File: src/rtl/bw_mul_arb_pkg.sv
// -----------------------------------------------------------------------------
// bw_mul_arb_pkg
// Shared types and constants for the Baugh-Wooley multiplier arbiter.
//   - occ_e        : pipeline occupancy (EMPTY / ONE / FULL), for checkers and debug
//   - s1_payload_t : operand-register payload (a, b, sign flags, requester id)
//   - id_width()   : requester index width helper
// The payload struct is sized by bw_width_lp / bw_num_req_lp; the top-level
// parameter defaults track these, so widen both together.
// Optional feature macro: BW_MUL_ARB_FIXED_PRIO_EN (handled in bw_rr_arbiter).
// -----------------------------------------------------------------------------
package bw_mul_arb_pkg;

    localparam int unsigned bw_width_lp   = 32'd4;
    localparam int unsigned bw_num_req_lp = 32'd4;

    // Index width for n requesters, never below one bit.
    function automatic int unsigned id_width(input int unsigned n);
        int unsigned w;
        if (n > 32'd1) begin
            w = $clog2(n);
        end else begin
            w = 32'd1;
        end
        return w;
    endfunction

    localparam int unsigned bw_id_w_lp = id_width(bw_num_req_lp);

    typedef enum logic [1:0] {
        OCC_EMPTY = 2'd0,
        OCC_ONE   = 2'd1,
        OCC_FULL  = 2'd2
    } occ_e;

    typedef struct packed {
        logic [bw_width_lp-1:0] a;
        logic [bw_width_lp-1:0] b;
        logic                   a_signed;
        logic                   b_signed;
        logic [bw_id_w_lp-1:0]  id;
    } s1_payload_t;

    // Occupancy of the two-stage pipeline from its valid bits.
    function automatic occ_e occupancy(input logic s1_v, input logic s2_v);
        occ_e o;
        case ({s1_v, s2_v})
            2'b00:   o = OCC_EMPTY;
            2'b11:   o = OCC_FULL;
            default: o = OCC_ONE;
        endcase
        return o;
    endfunction

endpackage

File: src/rtl/bw_mul_core.sv
// -----------------------------------------------------------------------------
// bw_mul_core
// Combinational Baugh-Wooley style multiplier. Each operand is extended to
// width_p+1 bits (top bit = signed & MSB) and the low 2*width_p bits of the
// product are returned.
// Ports: a_i, b_i (width_p), a_signed_i, b_signed_i (1), p_o (2*width_p).
// -----------------------------------------------------------------------------
module bw_mul_core #(
    parameter int unsigned width_p = 32'd4
) (
    input  logic [width_p-1:0]   a_i,
    input  logic [width_p-1:0]   b_i,
    input  logic                 a_signed_i,
    input  logic                 b_signed_i,
    output logic [2*width_p-1:0] p_o
);

    logic [width_p:0]     a_ext_s;
    logic [width_p:0]     b_ext_s;
    logic [2*width_p-1:0] a_wide_s;
    logic [2*width_p-1:0] b_wide_s;

    assign a_ext_s = {a_signed_i & a_i[width_p-1], a_i};
    assign b_ext_s = {b_signed_i & b_i[width_p-1], b_i};

    // Sign-extending to the product width makes a plain modulo-2^(2w)
    // multiply produce exactly the truncated signed (w+1)x(w+1) result.
    assign a_wide_s = {{(width_p-1){a_ext_s[width_p]}}, a_ext_s};
    assign b_wide_s = {{(width_p-1){b_ext_s[width_p]}}, b_ext_s};
    assign p_o      = a_wide_s * b_wide_s;

endmodule

File: src/rtl/bw_rr_arbiter.sv
// -----------------------------------------------------------------------------
// bw_rr_arbiter
// Grants the first asserted request searching upward from ptr_i with wrap.
// Ports: req_i (num_req_p), ptr_i (id_w), en_i (1) in;
//        gnt_o (num_req_p, one-hot, zero when en_i low), idx_o (id_w) out.
// Macro BW_MUL_ARB_FIXED_PRIO_EN: search always starts at index 0
// (ptr_i is ignored).
// -----------------------------------------------------------------------------
module bw_rr_arbiter #(
    parameter int unsigned num_req_p = 32'd4,
    parameter int unsigned id_w      = 32'd2
) (
    input  logic [num_req_p-1:0] req_i,
    input  logic [id_w-1:0]      ptr_i,
    input  logic                 en_i,
    output logic [num_req_p-1:0] gnt_o,
    output logic [id_w-1:0]      idx_o
);

    logic found_s;
    int   cand_s;

    // Priority search from the start index, first hit wins.
    always_comb begin
        gnt_o   = '0;
        idx_o   = '0;
        found_s = 1'b0;
        cand_s  = 0;
        for (int i = 0; i < int'(num_req_p); i++) begin
`ifdef BW_MUL_ARB_FIXED_PRIO_EN
            cand_s = i;
`else
            cand_s = int'(ptr_i) + i;
            if (cand_s >= int'(num_req_p)) begin
                cand_s = cand_s - int'(num_req_p);
            end else begin
                cand_s = cand_s;
            end
`endif
            if (!found_s && req_i[cand_s]) begin
                found_s = 1'b1;
                idx_o   = id_w'(cand_s);
            end else begin
                found_s = found_s;
            end
        end
        if (found_s && en_i) begin
            gnt_o[idx_o] = 1'b1;
        end else begin
            gnt_o = '0;
        end
    end

endmodule

File: src/rtl/bw_mul_arbiter.sv
// -----------------------------------------------------------------------------
// bw_mul_arbiter
// Shares one Baugh-Wooley multiplier among num_req_p requesters through a
// two-stage pipeline: S1 registers the granted operands, S2 registers the
// product. Response is a single valid/ready port tagged with requester id.
// Ports: clk_i, rst_ni (async active-low);
//        req_valid_i/req_ready_o, req_a_i/req_b_i (packed per requester),
//        req_a_signed_i/req_b_signed_i;
//        rsp_valid_o, rsp_ready_i, rsp_p_o (2*width_p), rsp_id_o (id_w).
// Macro BW_MUL_ARB_FIXED_PRIO_EN: lowest valid index always wins, no
// round-robin pointer.
// -----------------------------------------------------------------------------
module bw_mul_arbiter
    import bw_mul_arb_pkg::*;
#(
    parameter int unsigned width_p   = bw_width_lp,
    parameter int unsigned num_req_p = bw_num_req_lp,
    localparam int unsigned id_w     = $clog2(num_req_p)
) (
    input  logic                         clk_i,
    input  logic                         rst_ni,
    input  logic [num_req_p-1:0]         req_valid_i,
    output logic [num_req_p-1:0]         req_ready_o,
    input  logic [num_req_p*width_p-1:0] req_a_i,
    input  logic [num_req_p*width_p-1:0] req_b_i,
    input  logic [num_req_p-1:0]         req_a_signed_i,
    input  logic [num_req_p-1:0]         req_b_signed_i,
    output logic                         rsp_valid_o,
    input  logic                         rsp_ready_i,
    output logic [2*width_p-1:0]         rsp_p_o,
    output logic [id_w-1:0]              rsp_id_o
);

    s1_payload_t          s1_q, s1_d;
    logic                 s1_v_q, s1_v_d;
    logic                 s2_v_q, s2_v_d;
    logic [2*width_p-1:0] s2_p_q, s2_p_d;
    logic [id_w-1:0]      s2_id_q, s2_id_d;
    logic [id_w-1:0]      rr_ptr_q, rr_ptr_d;
    logic [2*width_p-1:0] mul_p_s;
    logic [num_req_p-1:0] gnt_s;
    logic [id_w-1:0]      gnt_idx_s;
    logic                 s2_load_s;
    logic                 s1_accept_s;
    logic                 transfer_s;

    assign s2_load_s   = s1_v_q & (~s2_v_q | rsp_ready_i);
    assign s1_accept_s = ~s1_v_q | s2_load_s;
    // Grant already implies valid, so any ready bit means a transfer.
    assign req_ready_o = rst_ni ? gnt_s : '0;
    assign transfer_s  = |req_ready_o;

    bw_rr_arbiter #(
        .num_req_p (num_req_p),
        .id_w      (id_w)
    ) u_arb (
        .req_i (req_valid_i),
        .ptr_i (rr_ptr_q),
        .en_i  (s1_accept_s),
        .gnt_o (gnt_s),
        .idx_o (gnt_idx_s)
    );

    bw_mul_core #(
        .width_p (width_p)
    ) u_mul (
        .a_i        (s1_q.a),
        .b_i        (s1_q.b),
        .a_signed_i (s1_q.a_signed),
        .b_signed_i (s1_q.b_signed),
        .p_o        (mul_p_s)
    );

    // Next-state for both pipeline stages and the round-robin pointer.
    always_comb begin
        s1_d     = s1_q;
        s1_v_d   = s1_v_q;
        s2_p_d   = s2_p_q;
        s2_id_d  = s2_id_q;
        s2_v_d   = s2_v_q;
        rr_ptr_d = rr_ptr_q;

        if (transfer_s) begin
            s1_d.a        = req_a_i[gnt_idx_s*width_p +: width_p];
            s1_d.b        = req_b_i[gnt_idx_s*width_p +: width_p];
            s1_d.a_signed = req_a_signed_i[gnt_idx_s];
            s1_d.b_signed = req_b_signed_i[gnt_idx_s];
            s1_d.id       = gnt_idx_s;
            s1_v_d        = 1'b1;
        end else if (s2_load_s) begin
            s1_v_d = 1'b0;
        end else begin
            s1_v_d = s1_v_q;
        end

        if (s2_load_s) begin
            s2_p_d  = mul_p_s;
            s2_id_d = s1_q.id;
            s2_v_d  = 1'b1;
        end else if (rsp_ready_i) begin
            s2_v_d = 1'b0;
        end else begin
            s2_v_d = s2_v_q;
        end

`ifdef BW_MUL_ARB_FIXED_PRIO_EN
        rr_ptr_d = '0;
`else
        if (transfer_s) begin
            if (gnt_idx_s == id_w'(num_req_p - 32'd1)) begin
                rr_ptr_d = '0;
            end else begin
                rr_ptr_d = gnt_idx_s + id_w'(1);
            end
        end else begin
            rr_ptr_d = rr_ptr_q;
        end
`endif
    end

    // Pipeline and pointer registers; reset discards all in-flight work.
    always_ff @(posedge clk_i or negedge rst_ni) begin
        if (!rst_ni) begin
            s1_q     <= '0;
            s1_v_q   <= 1'b0;
            s2_p_q   <= '0;
            s2_id_q  <= '0;
            s2_v_q   <= 1'b0;
            rr_ptr_q <= '0;
        end else begin
            s1_q     <= s1_d;
            s1_v_q   <= s1_v_d;
            s2_p_q   <= s2_p_d;
            s2_id_q  <= s2_id_d;
            s2_v_q   <= s2_v_d;
            rr_ptr_q <= rr_ptr_d;
        end
    end

    assign rsp_valid_o = s2_v_q;
    assign rsp_p_o     = s2_p_q;
    assign rsp_id_o    = s2_id_q;

endmodule

File: config.mk
export PLATFORM = sky130hd
export DESIGN_NAME = bw_mul_arbiter
export DESIGN_NICKNAME = d
export VERILOG_FILES = /design/src/rtl/bw_mul_arb_pkg.sv /design/src/rtl/bw_mul_core.sv /design/src/rtl/bw_rr_arbiter.sv /design/src/rtl/bw_mul_arbiter.sv
export SDC_FILE = /design/constraint.sdc
export NUM_CORES = 1
export LEC_CHECK = 0
export BUFFER_PORTS_ARGS = -buffer_cell sky130_fd_sc_hd__buf_2
export CAP_MARGIN = 20
export CELL_PAD_IN_SITES_DETAIL_PLACEMENT = 1
export CELL_PAD_IN_SITES_GLOBAL_PLACEMENT = 1
export CORE_MARGIN = 5
export CORE_UTILIZATION = 40
export DETAILED_ROUTE_END_ITERATION = 10
export GPL_ROUTABILITY_DRIVEN = 0
export PLACE_DENSITY = 0.8
export SYNTH_ARGS = -nofsm -noshare
export SYNTH_HDL_FRONTEND = slang
export SYNTH_SLANG_ARGS = --single-unit
File: constraint.sdc
create_clock -name clk_i -period 5 [get_ports clk_i]
set_clock_uncertainty 0.05 [all_clocks]
set_input_delay 0.75 -clock clk_i [delete_from_list [all_inputs] [get_ports clk_i]]
set_output_delay 0.75 -clock clk_i [all_outputs]
set_load 0.03 [all_outputs]
======== Yosys cells after proc, flatten, opt, wreduce, memory -nomap -nowiden ========
Cells that the tools add are included.
word-level totals
  register bits ........................... 26
  input bits .............................. 47
  output and inout bits ................... 15
  word-level logic and storage cells ...... 87
operators by class
  add/subtract/negate cells ............... 8
  multipliers ............................. 1
  order comparisons ....................... 10
  equal/unequal tests ..................... 1
  shift operators ......................... 2
  multiplexer cells ....................... 37
  bitwise operators ....................... 7
  reduce and logical (&&, ||, !) cells .... 11
operator list
  kind                   count
  $lt 32x4->1 const B    4
  $mux 32                4
  $ge 32x4->1 const B    3
  $sub 32x4->32 const B  3
  $shiftx 16x5->4        2
  $mux 1                 19
  $bmux 1 s2             6
  $mux 2                 5
  $mul 5x5->8            1
  $mux 4                 2
  $add 2x2->3 const B    2
  $logic_and 1x1->1      5
  $reduce_bool 2->1      2
  $reduce_or 4->1        1
  $sub 2x3->4 const B    1
  $add 2x1->3 const B    1
  $and 1x1->1            3
  $ge 2x3->1 const B     1
  $logic_not 1->1        3
  $lt 2x3->1 const B     1
  $add 2x1->2 const B    1
  $demux 1 s2            1
  $eq 2x2->1 const B     1
  $ge 2x1->1 const B     1
  other kinds (2)        4

======== Longest topological paths before layout ========
Gate-level depths: netlist (run 1).
  depth in word-level cells ............... 23
  gate-level depth with buffers ........... 14
  gate-level depth less buffers ........... 13

======== Hierarchy ========
Synthesis (run 1) repeated with hierarchy kept, for this count alone.
second synthesis, totals
  cell total of the unflattened synthesis .. 174
  area, all modules ....................... 2115.8 µm²
modules (own cells, without submodules)
  module          instances  cells each  area an instance (µm²)  seq. area each (µm²)
  bw_mul_arbiter  1          75          1266.2                  650.6
  bw_mul_core     1          80          714.4                   0.0
  bw_rr_arbiter   1          19          135.1                   0.0

======== Worst setup path before layout (run 1) ========
Ideal clock, no wire load.
  path kind ............................... register to register
  start ................................... reg s1_q[7] in the netlist's numbering
  end ..................................... reg s2_p_q[7] (netlist: rsp_p_o[7])
  setup time .............................. 0.132 ns
  arrival time ............................ 3.492 ns
  required time ........................... 4.818 ns
  slack ................................... 1.326 ns
  cell stages (with the launch flop) ...... 13
  buffers on the path ..................... 0
  period minus slack after synthesis ...... 3.674 ns
  path through ............................ dfrtp_1 nand2_1 or2_2 fa_1 fa_1 fa_1 inv_1 fa_1 a21o_1 a21oi_1 xnor2_1 xnor2_1 o21ai_1
between the ends
  longest elaborated chain between the ends .. 2
RTL lines
  element                   line                   source
  start: declaration        bw_mul_arbiter.sv:34   s1_payload_t s1_q, s1_d;
  start signal: assignment  bw_mul_arbiter.sv:124  s1_q <= '0;
  start signal: assignment  bw_mul_arbiter.sv:131  s1_q <= s1_d;
  $and 1x1->1               bw_mul_core.sv:24      assign b_ext_s = {b_signed_i & b_i[width_p-1], b_i};
  $mul 5x5->8 *             bw_mul_core.sv:30      assign p_o = a_wide_s * b_wide_s;
  end signal: assignment    bw_mul_arbiter.sv:133  s2_p_q <= s2_p_d;
  end: declaration          bw_mul_arbiter.sv:37   logic [2*width_p-1:0] s2_p_q, s2_p_d;
Mark *: on every way between the ends. The rest lies on a longest branch, timed or not.
A chain may end at the register's enable or synchronous reset.

======== Worst setup path in the final report (run 1) ========
Ends and elaborated chain as after synthesis.

==> reports/metrics.cfg, run 1 <==
[route]
drt_iter0_drc = 33
wl_per_cell_um = 15.9
drtAntennaViolNets = 0
drc_errors = 0
wl_um = 5730
num_vias = 1842
via_per_inst = 5.12
drt-pass1-iter-count = 4

[place]
dpl.cell_count = 356
dpl.hpwl_um = 4800
portBuffers = 61
place_ws_ns = 1.12

[sta]
worst_slew_pin_slew_ns = 0.773
timing.final.crit_share_pct = 77.7
final.setup.tns_ns = 0
rsz0062_at_grt = no
slew_headroom_pct = 48.4
finalHoldViolCount = 0
finalSetupViolations = 0
setup_slack_ns = 1.12
fmax_ghz = 0.257
report.final.slew_viol_count = 0
final.min_clock_period_ns = 3.88

[clocking]
root_buffer = clkbuf_8
cts_tree = done
path_clk_slew_ns = 0.10
clockBufferDepth = 2
cts_buffers = 3
postCtsSetupBuffers = 0
clock_latency_ns = 0.28
htreeDepth = 1
cts_resized = 0
cts_hold_buf = 0
cts_sinks = 26

[critical_path]
regToRegEndpoint = rsp_p_o[7]
crit_top_cell = fa_1
rrSetupSlack_ns = 1.12
worstSetupPathType = reg -> reg
max_stage_delay_ns = 0.54
cp_cell_sequence = nand2_1, or2_2, fa_1, fa_1, fa_1, inv_1, fa_1, a21o_1, a21oi_1, xnor2_1, xnor2_1, o21ai_1
path_delay_family = adder cells
worst-path-buf-inv = 1
startpoint_type = register
end_kind = register
arrival_ns = 3.99
reg2regPathDepth = 12
rr_startpoint = s1_q[7]
cp.required_ns = 5.10
slowest_stage = fa_1
crit_fanout = 7

[logic_synthesis]
ys_warn_count = 0
ys_types = 40
postSynthAreaPerCell_um2 = 9.76
syn_inst = 232
syn_area_um2 = 2260
yosysSeqAreaShare_pct = 28.7
ys_ff_latch = 26
synthTopCellsByArea = dfrtp_1, fa_1, ha_1, a211oi_1, and2_1
synth.top_cell.area_share_pct = 28.7
synth_fp_nets = 307
synth_top_cell_by_area = dfrtp_1

[cells_and_area]
fill_cells = 676
final_cell_count_no_fill = 360
seq_area_um2 = 651
nets = 364
drive_gt1_share_pct = 29.5
num_antenna_cells = 0
area_growth_pct = 17.5
multi_input_area_um2 = 1430

[pwr]
p_sw_share_pct = 47.9
p_sw_mw = 0.792
clkPwrFrac_pct = 11.0
seq_power_share_pct = 24.8
p_per_area_nw_per_um2 = 621
intPower_mw = 0.860
power_mw = 1.65
p_leak_nw = 1.33
combPwrFrac_pct = 64.2
irDropWorstVdd_mv = 0.220

[global_route]
grt_pass1_wl_um = 10100
grt_pass1_vias = 2157
grtUsageTotal_pct = 16.8
antenna_found_initial = 0
grt_max_degree = 28
overflow = 0

[floorplan]
fp-row-count = 27
die_height_um = 85.2
initial_core_util_pct = 41.1
dieArea_um2 = 7270
die-width_um = 85.2
ios = 62
coreArea_um2 = 5510

[run_status]
status = complete, no violations

[worst_hold_path]
hp-class = in -> async

[flow_run]
cap_violations = 0

cells in the final DEF, fill, tap and decap left out, drive strengths merged, types with 2 or more instances in the layout:
| cell | n |
|---|---|
| nor2 | 4 |
| clkbuf | 3 |
| dfrtp | 26 |
| mux2 | 7 |
| nor2b | 3 |
| nand2 | 24 |
| and2 | 18 |
| a21boi | 20 |
| o21ai | 6 |
| fa | 12 |
| a211oi | 20 |
| a21oi | 4 |
| ha | 16 |
| a21o | 2 |
| nand2b | 2 |
| o31ai | 10 |
| xor2 | 2 |
| inv | 24 |
| xnor2 | 7 |
| buf | 64 |
| and3 | 4 |
how the worst max path moves through the flow:
stage	startpoint	to	slack (ns)	cells past startpoint
final	s1_q[7]	rsp_p_o[7]	1.12	12
after global routing	s1_q[7]	rsp_p_o[7]	0.93	12
after CTS	s1_q[7]	rsp_p_o[7]	1.09	12
after detailed placement	s1_q[7]	rsp_p_o[7]	1.12	12
after global placement	s1_q[7]	rsp_p_o[7]	1.24	12
after floorplan	s1_q[7]	rsp_p_o[7]	1.33	12
cell type report:
class,instances,share of cell area [%]
clock inverter,1,1.13
tap,72,3.39
timing repair buffer,64,12.3
inverter,24,3.39
clock buffer,3,1.55
multi-input combinational,170,53.8
sequential,26,24.4
cell families after synthesis:
kind of cell               after synthesis  synth area share [%]
buffers and inverters                   36                  8.07
xor gates and xnor gates                 9                  3.48
and+or+nand+nor                         59                  13.9
DFF                                     26                  28.7
adders and majority gates               28                  19.4
muxes                                    8                  4.09
AOI/OAI and AO/OA                       66                  22.3
synth_stat cells (all sizes together):
| library cell | count |
|---|---|
| dfrtp | 26 |
| inv | 24 |
| nand2 | 24 |
| a211oi | 20 |
| a21boi | 20 |
| and2 | 18 |
| ha | 16 |
| fa | 12 |
| o31ai | 10 |
| buf | 8 |
| mux2 | 7 |
| xnor2 | 7 |
| o21ai | 6 |
| a21oi | 4 |
| and3 | 4 |
| clkbuf | 4 |
| nor2 | 4 |
| nor2b | 3 |
| a21o | 2 |
| nand2b | 2 |
| xor2 | 2 |
| a221o | 1 |
| mux2i | 1 |
| nand3b | 1 |
| nor3 | 1 |
| o21bai | 1 |
| o22ai | 1 |
| o41ai | 1 |
| or2 | 1 |
| or4 | 1 |
state kept, by name (all words and copies together), names as in the netlist:
name,cells
rsp_p_o,8
rr_ptr_q,2
s1_q,12
s1_v_q,1
rsp_valid_o,1
rsp_id_o,2
per-stage QoR:
step / instance area (µm²) / hold slack, ns / util [%]
3_5_place_dp: 2590 / 0.424 / 47.0
4_1_cts: 2660 / 0.445 / 48.3
3_3_place_gp: 2590 / 0.407 / 47.0
5_1_grt: 2660 / 0.470 / 48.3
2_1_floorplan: 2260 / 0.395 / -
6_report: 2660 / 0.414 / 48.3
power groups by stage:
| stage | Clock (mW) | Combinational (mW) | Sequential (mW) |
|---|---|---|---|
| after floorplan | 0 | 0.789 | 0.453 |
| after global placement | 0 | 1.02 | 0.403 |
| after detailed placement | 0 | 1.08 | 0.416 |
| after CTS | 0.184 | 1.09 | 0.412 |
| after global routing | 0.191 | 1.23 | 0.430 |
| final | 0.181 | 1.06 | 0.410 |
routing by layer:
metal	GRT usage [%]	up-vias	share of wire, %
met5	0	-	0
met4	3.31	0	0.33
met3	2.82	2	5.4
met2	31.2	56	52
met1	20.3	879	43
li1	-	905	-
(Power assumes the default switching activity.)
==> run 2, diff against run 1 <==
==> constraint.sdc (replaced) <==
create_clock -name clk_i -period 3.8 [get_ports clk_i]
set_clock_uncertainty 0.05 [all_clocks]
set_input_delay 0.57 -clock clk_i [delete_from_list [all_inputs] [get_ports clk_i]]
set_output_delay 0.57 -clock clk_i [all_outputs]
set_load 0.03 [all_outputs]
==> run 2 against run 1 <==
  * Clock-buffer cell count unchanged
  * Hold slack worse by 0.17 ns
  * Critical path depth unchanged
  * Clock power down 12%
  * Sequential power up 28%
  * Cell count up 0.56%
  * Maximum frequency up 6.8%
  * Sequential share of layout area about the same
  * Wire length down 2.0%
  * Via count up 1.1%
  * Die area unchanged
  * Critical endpoint unchanged
  * Register-to-register slack worse by 0.95 ns
==> reports/metrics.cfg, run 2 (synthesized netlist as in run 1, its figures left out) <==
[floorplan]
die_height_um = 85.2  ; unchanged
ios = 62  ; unchanged
coreArea_um2 = 5510  ; unchanged
initial_core_util_pct = 41.1  ; unchanged
fp-row-count = 27  ; unchanged
die-width_um = 85.2  ; unchanged
dieArea_um2 = 7270  ; unchanged

[sta]
finalSetupViolations = 0  ; unchanged
timing.final.crit_share_pct = 95.7  ; +18 points
slew_headroom_pct = 56.0  ; +7.6 points
worst_slew_pin_slew_ns = 0.659  ; -0.113 ns
final.min_clock_period_ns = 3.64  ; -0.249 ns
fmax_ghz = 0.275  ; +6.8%
hold_ws_ns = 0.249  ; -0.165 ns
finalHoldViolCount = 0  ; unchanged
report.final.slew_viol_count = 0  ; unchanged

[cells_and_area]
largest_register = s1_q
final_common_cell = buf_2
drive_gt1_share_pct = 31.7  ; +2.2 points
final_cell_mix = buf_2, nand2_1, dfrtp_1
num_antenna_cells = 0  ; unchanged
fill_cells = 662  ; -2.1%
final_cell_count_no_fill = 362  ; +0.56%
area_growth_pct = 18.1
nets = 367  ; +0.82%
largest_register_ff_count = 12  ; unchanged

[critical_path]
end_kind = register
worstSetupPathType = reg -> reg
cp.required_ns = 3.90  ; -1.20 ns
crit_top_cell = fa_1
arrival_ns = 3.73  ; -0.26 ns
slowest_stage = fa_1
worst-path-buf-inv = 2  ; +1
cp_cell_sequence = and3_1, fa_1, inv_1, fa_1, fa_1, inv_1, fa_2, a21o_1, a21oi_2, xnor2_1, xnor2_1, o21ai_1
cp_num_cells = 12  ; unchanged
crit_fanout = 10  ; +3
path_delay_family = adder cells
startpoint_type = register
max_stage_delay_ns = 0.54  ; about the same
reg2regPathDepth = 12  ; unchanged

[global_route]
grtUsageMet2_pct = 28.6  ; -2.6 points
grt_pass1_vias = 2036  ; -5.6%
antenna_found_initial = 0  ; unchanged
gr-usage-met3_pct = 2.23  ; -0.58 points
grt_max_degree = 28  ; unchanged
grtUsageTotal_pct = 16.2  ; -0.57 points
overflow = 0  ; unchanged
grt_use_met1_pct = 20.8  ; +0.49 points
busiest_layer = met2
grt_pass1_wl_um = 9640  ; -4.7%

[pwr]
intPower_mw = 1.12  ; +30%
seq_power_share_pct = 24.0  ; -0.8 points
p_sw_share_pct = 48.8  ; +0.92 points
p_per_area_nw_per_um2 = 816  ; +31%
p_sw_mw = 1.07  ; +35%
irDropWorstVdd_mv = 0.253  ; +15%
p_leak_nw = 1.33  ; -0.37%
combPwrFrac_pct = 68.7  ; +4.5 points
clkPwrFrac_pct = 7.3  ; -3.7 points

[route]
drt-pass1-iter-count = 4  ; unchanged
drtAntennaViolNets = 0  ; unchanged
drt_iter0_drc = 32  ; -3.0%
wl_um = 5620  ; -2.0%
wl_per_cell_um = 15.5  ; -2.5%
drc_errors = 0  ; unchanged
num_vias = 1863  ; +1.1%
via_per_inst = 5.15  ; +0.58%

[clocking]
root_buffer = clkbuf_8
postCtsSetupBuffers = 0  ; unchanged
clockBufferDepth = 2  ; unchanged
cts_buffers = 3  ; unchanged
cts_tree = done
cts_hold_buf = 0  ; unchanged
cts_resized = 0  ; unchanged
htreeDepth = 1  ; unchanged
cts_sinks = 26  ; unchanged
clock_latency_ns = 0.27  ; about the same
path_clk_slew_ns = 0.09  ; about the same

[place]
dpl.hpwl_um = 4650  ; -3.2%
dpl.cell_count = 359  ; +0.84%
portBuffers = 61  ; unchanged

[flow_run]
cap_violations = 0  ; unchanged

[run_status]
status = complete, no violations

[worst_hold_path]
hp-class = in -> async

## run 2: cell type report
class,count,area (µm²),share of cell area (%)
inverter,24,90.1,3.37
tap,72,90.1,3.37
timing repair buffer,67,350,13.1
sequential,26,653,24.4
multi-input combinational,170,1450,54.2
clock buffer,3,41.3,1.54
## run 2: worst register-to-register path, delay by kind of cell (launching register included)
| family | cells | cell delay (ns) |
|---|---|---|
| AO/OA/AOI/OAI | 3 | 0.41 |
| XOR/XNOR | 2 | 0.31 |
| adder cells (fa/ha/maj) | 4 | 1.93 |
| buffers and inverters | 2 | 0.13 |
| flip-flops | 1 | 0.46 |
| AND/OR/NAND/NOR | 1 | 0.22 |
## run 2: routing by layer
metal | routed length [µm] | up-vias | share of wire (%)
met2 | 2800 | 59 | 50
li1 | - | 916 | -
met5 | 0 | - | 0
met3 | 302 | 7 | 5.4
met1 | 2460 | 881 | 44
met4 | 66 | 0 | 1.2
## run 2: worst paths after layout
path / slack (ns) / to / startpoint
min: 0.25 / rsp_valid_o / rst_ni
min in group clk_i: 0.44 / s1_q[2] / s1_q[2]
max in group asynchronous: 3.01 / s1_q[11] / rst_ni
min reg2reg: 0.44 / s1_q[2] / s1_q[2]
max: 0.16 / rsp_p_o[7] / s1_q[11]
max reg2reg: 0.16 / rsp_p_o[7] / s1_q[11]
## run 2: power groups by stage
stage	Combinational (mW)	Sequential (mW)	Clock, mW
global route	1.72	0.546	0.173
detailed placement	1.46	0.531	0
finish	1.50	0.524	0.159
CTS	1.47	0.526	0.163
floorplan	1.04	0.596	0
global placement	1.37	0.518	0
## run 2: metrics by stage
step	TNS (ns)	instance area, µm²	setup slack, ns	power (mW)	utilization [%]
floorplan	0	2260	0.126	1.63	-
finish	0	2680	0.164	2.18	48.6
global placement	0	2610	0.207	1.89	47.4
detailed placement	0	2610	0.124	1.99	47.4
global route	-0.0169	2680	-0.0169	2.43	48.6
CTS	0	2650	0.111	2.16	48.2
==> run 3, diff against run 2 <==
--- a/config.mk
+++ b/config.mk
@@ -5,12 +5,13 @@
 export SDC_FILE = /design/constraint.sdc
 export NUM_CORES = 1
 export LEC_CHECK = 0
+export ABC_AREA = 1
 export BUFFER_PORTS_ARGS = -buffer_cell sky130_fd_sc_hd__buf_2
 export CAP_MARGIN = 20
 export CELL_PAD_IN_SITES_DETAIL_PLACEMENT = 1
 export CELL_PAD_IN_SITES_GLOBAL_PLACEMENT = 1
 export CORE_MARGIN = 5
-export CORE_UTILIZATION = 40
+export CORE_UTILIZATION = 38
 export DETAILED_ROUTE_END_ITERATION = 10
 export GPL_ROUTABILITY_DRIVEN = 0
 export PLACE_DENSITY = 0.8
==> run 3 against run 2 <==
  * Hold slack better by 0.069 ns
  * Sequential share of layout area is 3.2 points lower
  * Synthesized cell count is 66% higher
  * Cell count rose by 45%
  * Final area is 15% higher
  * Critical path depth is 2 higher
  * Via count is 35% higher
  * Utilization decreased by 2.9 points
  * Non-clock buffer count grew 2
  * Setup slack improved by 0.061 ns
  * First-iteration DRC count increased by 69%
  * Critical path type unchanged
==> reports/metrics.cfg, run 3 <==
[run_status]
status = complete, no violations

[global_route]
grt_pass1_wl_um = 12100  ; +26%
overflow = 0  ; unchanged
grt_pass1_vias = 2683  ; +32%
antenna_found_initial = 0  ; unchanged
grtUsageTotal_pct = 17.0  ; +0.77 points
grt_max_degree = 27  ; -3.6%

[floorplan]
initial_core_util_pct = 38.8  ; -2.3 points
ios = 62  ; unchanged
coreArea_um2 = 6720  ; +22%
die-width_um = 92.9  ; +8.9%
dieArea_um2 = 8620  ; +19%
fp-row-count = 30  ; +11%
die_height_um = 92.9  ; +8.9%

[cells_and_area]
utilization_pct = 45.7  ; -2.9 points
seq_area_um2 = 652  ; -0.19%
final_cell_mix = nand2_1, inv_1, buf_2
num_antenna_cells = 0  ; unchanged
fill_cells = 922  ; +39%
area_growth_pct = 17.7
largest_register = s1_q
final_common_cell = nand2_1
drive_gt1_share_pct = 23.1  ; -8.6 points
multi_input_area_um2 = 1600  ; +10%
largest_register_ff_count = 12  ; unchanged
nets = 522  ; +42%

[critical_path]
cp.required_ns = 3.92  ; +0.02 ns
end_kind = register
crit_fanout = 5  ; -5
worstSetupPathType = reg -> reg
arrival_ns = 3.69  ; -0.04 ns
startpoint_type = register

[clocking]
cts_hold_buf = 0  ; unchanged
htreeDepth = 1  ; unchanged
clock_latency_ns = 0.28  ; about the same
cts_buffers = 3  ; unchanged
path_clk_slew_ns = 0.10  ; about the same
cts_sinks = 26  ; unchanged
root_buffer = clkbuf_8
clockBufferDepth = 2  ; unchanged
cts_tree = done

[logic_synthesis]
yosysSeqAreaShare_pct = 24.9  ; -3.8 points
yosys.area_share.xor_xnor_pct = 2.69  ; -0.79 points
synth_fa_ha_area_share_pct = 16.9  ; -2.6 points
synth_top_cell_by_area = dfrtp_1
ys_warn_count = 0  ; unchanged
ys_ff_latch = 26  ; unchanged
synthTopCellsByArea = dfrtp_1, nand2_1, inv_1, fa_1, ha_1
ys.flop_type = dfrtp_1
synth_compound_gate_area_share_pct = 3.50  ; -19 points
synth-simple-area-share_pct = 38.0  ; +24 points
synth_mux_area_share_pct = 0  ; -4.1 points
post-synth-top-count-cell = nand2_1
synth_fp_nets = 460  ; +50%
ys_types = 28  ; -30%
synth.top_cell.area_share_pct = 24.9  ; -3.8 points
async_reset_ff_share_pct = 100  ; unchanged
postSynthAreaPerCell_um2 = 6.78  ; -31%
syn_inst = 385  ; +66%
syn_area_um2 = 2610  ; +15%
synth_top_family_by_area = simple AND/OR/NAND/NOR gates
synth_edf_count = 0  ; unchanged
ys_top_cells_by_count = nand2_1, inv_1, nand3_1, dfrtp_1, ha_1

[route]
num_vias = 2516  ; +35%
drtAntennaViolNets = 0  ; unchanged
drt-pass1-iter-count = 4  ; unchanged
drc_errors = 0  ; unchanged
drt_iter0_drc = 54  ; +69%
wl_um = 6990  ; +24%
via_per_inst = 4.78  ; -7.1%
wl_per_cell_um = 13.3  ; -14%

[worst_hold_path]
hp-class = in -> async

[sta]
final.setup.tns_ns = 0  ; unchanged
slew_headroom_pct = 65.5  ; +9.5 points
fmax_ghz = 0.280  ; +1.7%
timing.final.crit_share_pct = 94.1  ; -1.6 points
report.final.slew_viol_count = 0  ; unchanged
final.min_clock_period_ns = 3.57  ; -0.0608 ns
rsz0062_at_grt = no
worst_slew_pin_slew_ns = 0.516  ; -0.144 ns
finalHoldViolCount = 0  ; unchanged
finalSetupViolations = 0  ; unchanged

[place]
portBuffers = 61  ; unchanged
dpl.hpwl_um = 5840  ; +26%

[flow_run]
cap_violations = 0  ; unchanged

-- run 3: cell count changes in the layout (fill, tap and decap cells not counted), sizes merged, moves of 3 or more --
cell | previous run | this run
nor2 | 4 | 13
o31ai | 10 | 0
o21ai | 6 | 10
nand4 | 0 | 14
a21boi | 20 | 0
inv | 24 | 76
mux2 | 7 | 0
nor2b | 3 | 0
and2 | 18 | 0
nand2 | 24 | 154
nand3 | 0 | 37
xnor2 | 7 | 4
and3 | 4 | 0
a211oi | 20 | 0
-- run 3: metrics by stage --
stage | std cells | area (µm²) | setup slack (ns) | hold slack (ns)
6_report | 526 | 3070 | 0.225 | 0.318
5_1_grt | 526 | 3070 | 0.0138 | 0.355
4_1_cts | 525 | 3060 | 0.0738 | 0.337
3_5_place_dp | 521 | 2990 | 0.106 | 0.410
3_3_place_gp | 521 | 2990 | 0.226 | 0.407
2_1_floorplan | 385 | 2610 | 0.336 | 0.224
-- run 3: layout make-up --
class	instances	share of cell area (%)
repair buffers	69	11.9
multi-input cells	271	52.0
clock inverters	1	0.978
inverters	76	9.29
well taps	80	3.26
clock buffers	3	1.34
flip-flops and latches	26	21.2
-- run 3: path summary, 6_finish.rpt --
kind,from,slack [ns],cells past startpoint,end
min in group clk_i,rsp_p_o[4],0.43,2,rsp_p_o[4]
hold reg to reg,rsp_p_o[4],0.43,2,rsp_p_o[4]
max in group asynchronous,rst_ni,3.10,2,s1_q[7]
setup reg to reg,s1_q[7],0.23,14,rsp_p_o[7]
setup / recovery,s1_q[7],0.23,14,rsp_p_o[7]
hold / removal,rst_ni,0.32,2,rsp_p_o[5]
-- run 3: logic make-up after synthesis --
family	Yosys count
adder cells (fa/ha/maj)	28
buffers and inverters	88
flip-flops	26
XOR/XNOR	8
AND/OR/NAND/NOR	219
AO/OA/AOI/OAI	16
-- run 3: what timing repair did --
action	CTS	global route
setup endpoints to repair	0	1
buffers inserted	0	1
gates resized for setup	0	2
hold endpoints to repair	0	0
-- run 3: layer usage --
layer | share of wire, % | routed length (µm) | global-route usage, %
met5 | 0 | 0 | 0
met4 | 0.54 | 38 | 2.81
met3 | 3.4 | 238 | 2.60
met2 | 51 | 3540 | 31.7
met1 | 45 | 3180 | 20.8
-- run 3: worst max-delay path, stage by stage (launching register included) --
cell,delay [ns]
dfrtp_2,0.42
nand2_2,0.10
or2_2,0.30
fa_1,0.51
fa_1,0.52
fa_1,0.54
inv_1,0.06
fa_1,0.42
nand3_1,0.09
nand2_1,0.06
xor2_1,0.14
inv_1,0.07
nand2_1,0.06
nand2_1,0.06
o21ai_1,0.06
Power of run 3 is left out: the tool's default activity adds up to more than one toggle a clock period on the data nets, which glitch-free logic cannot reach.
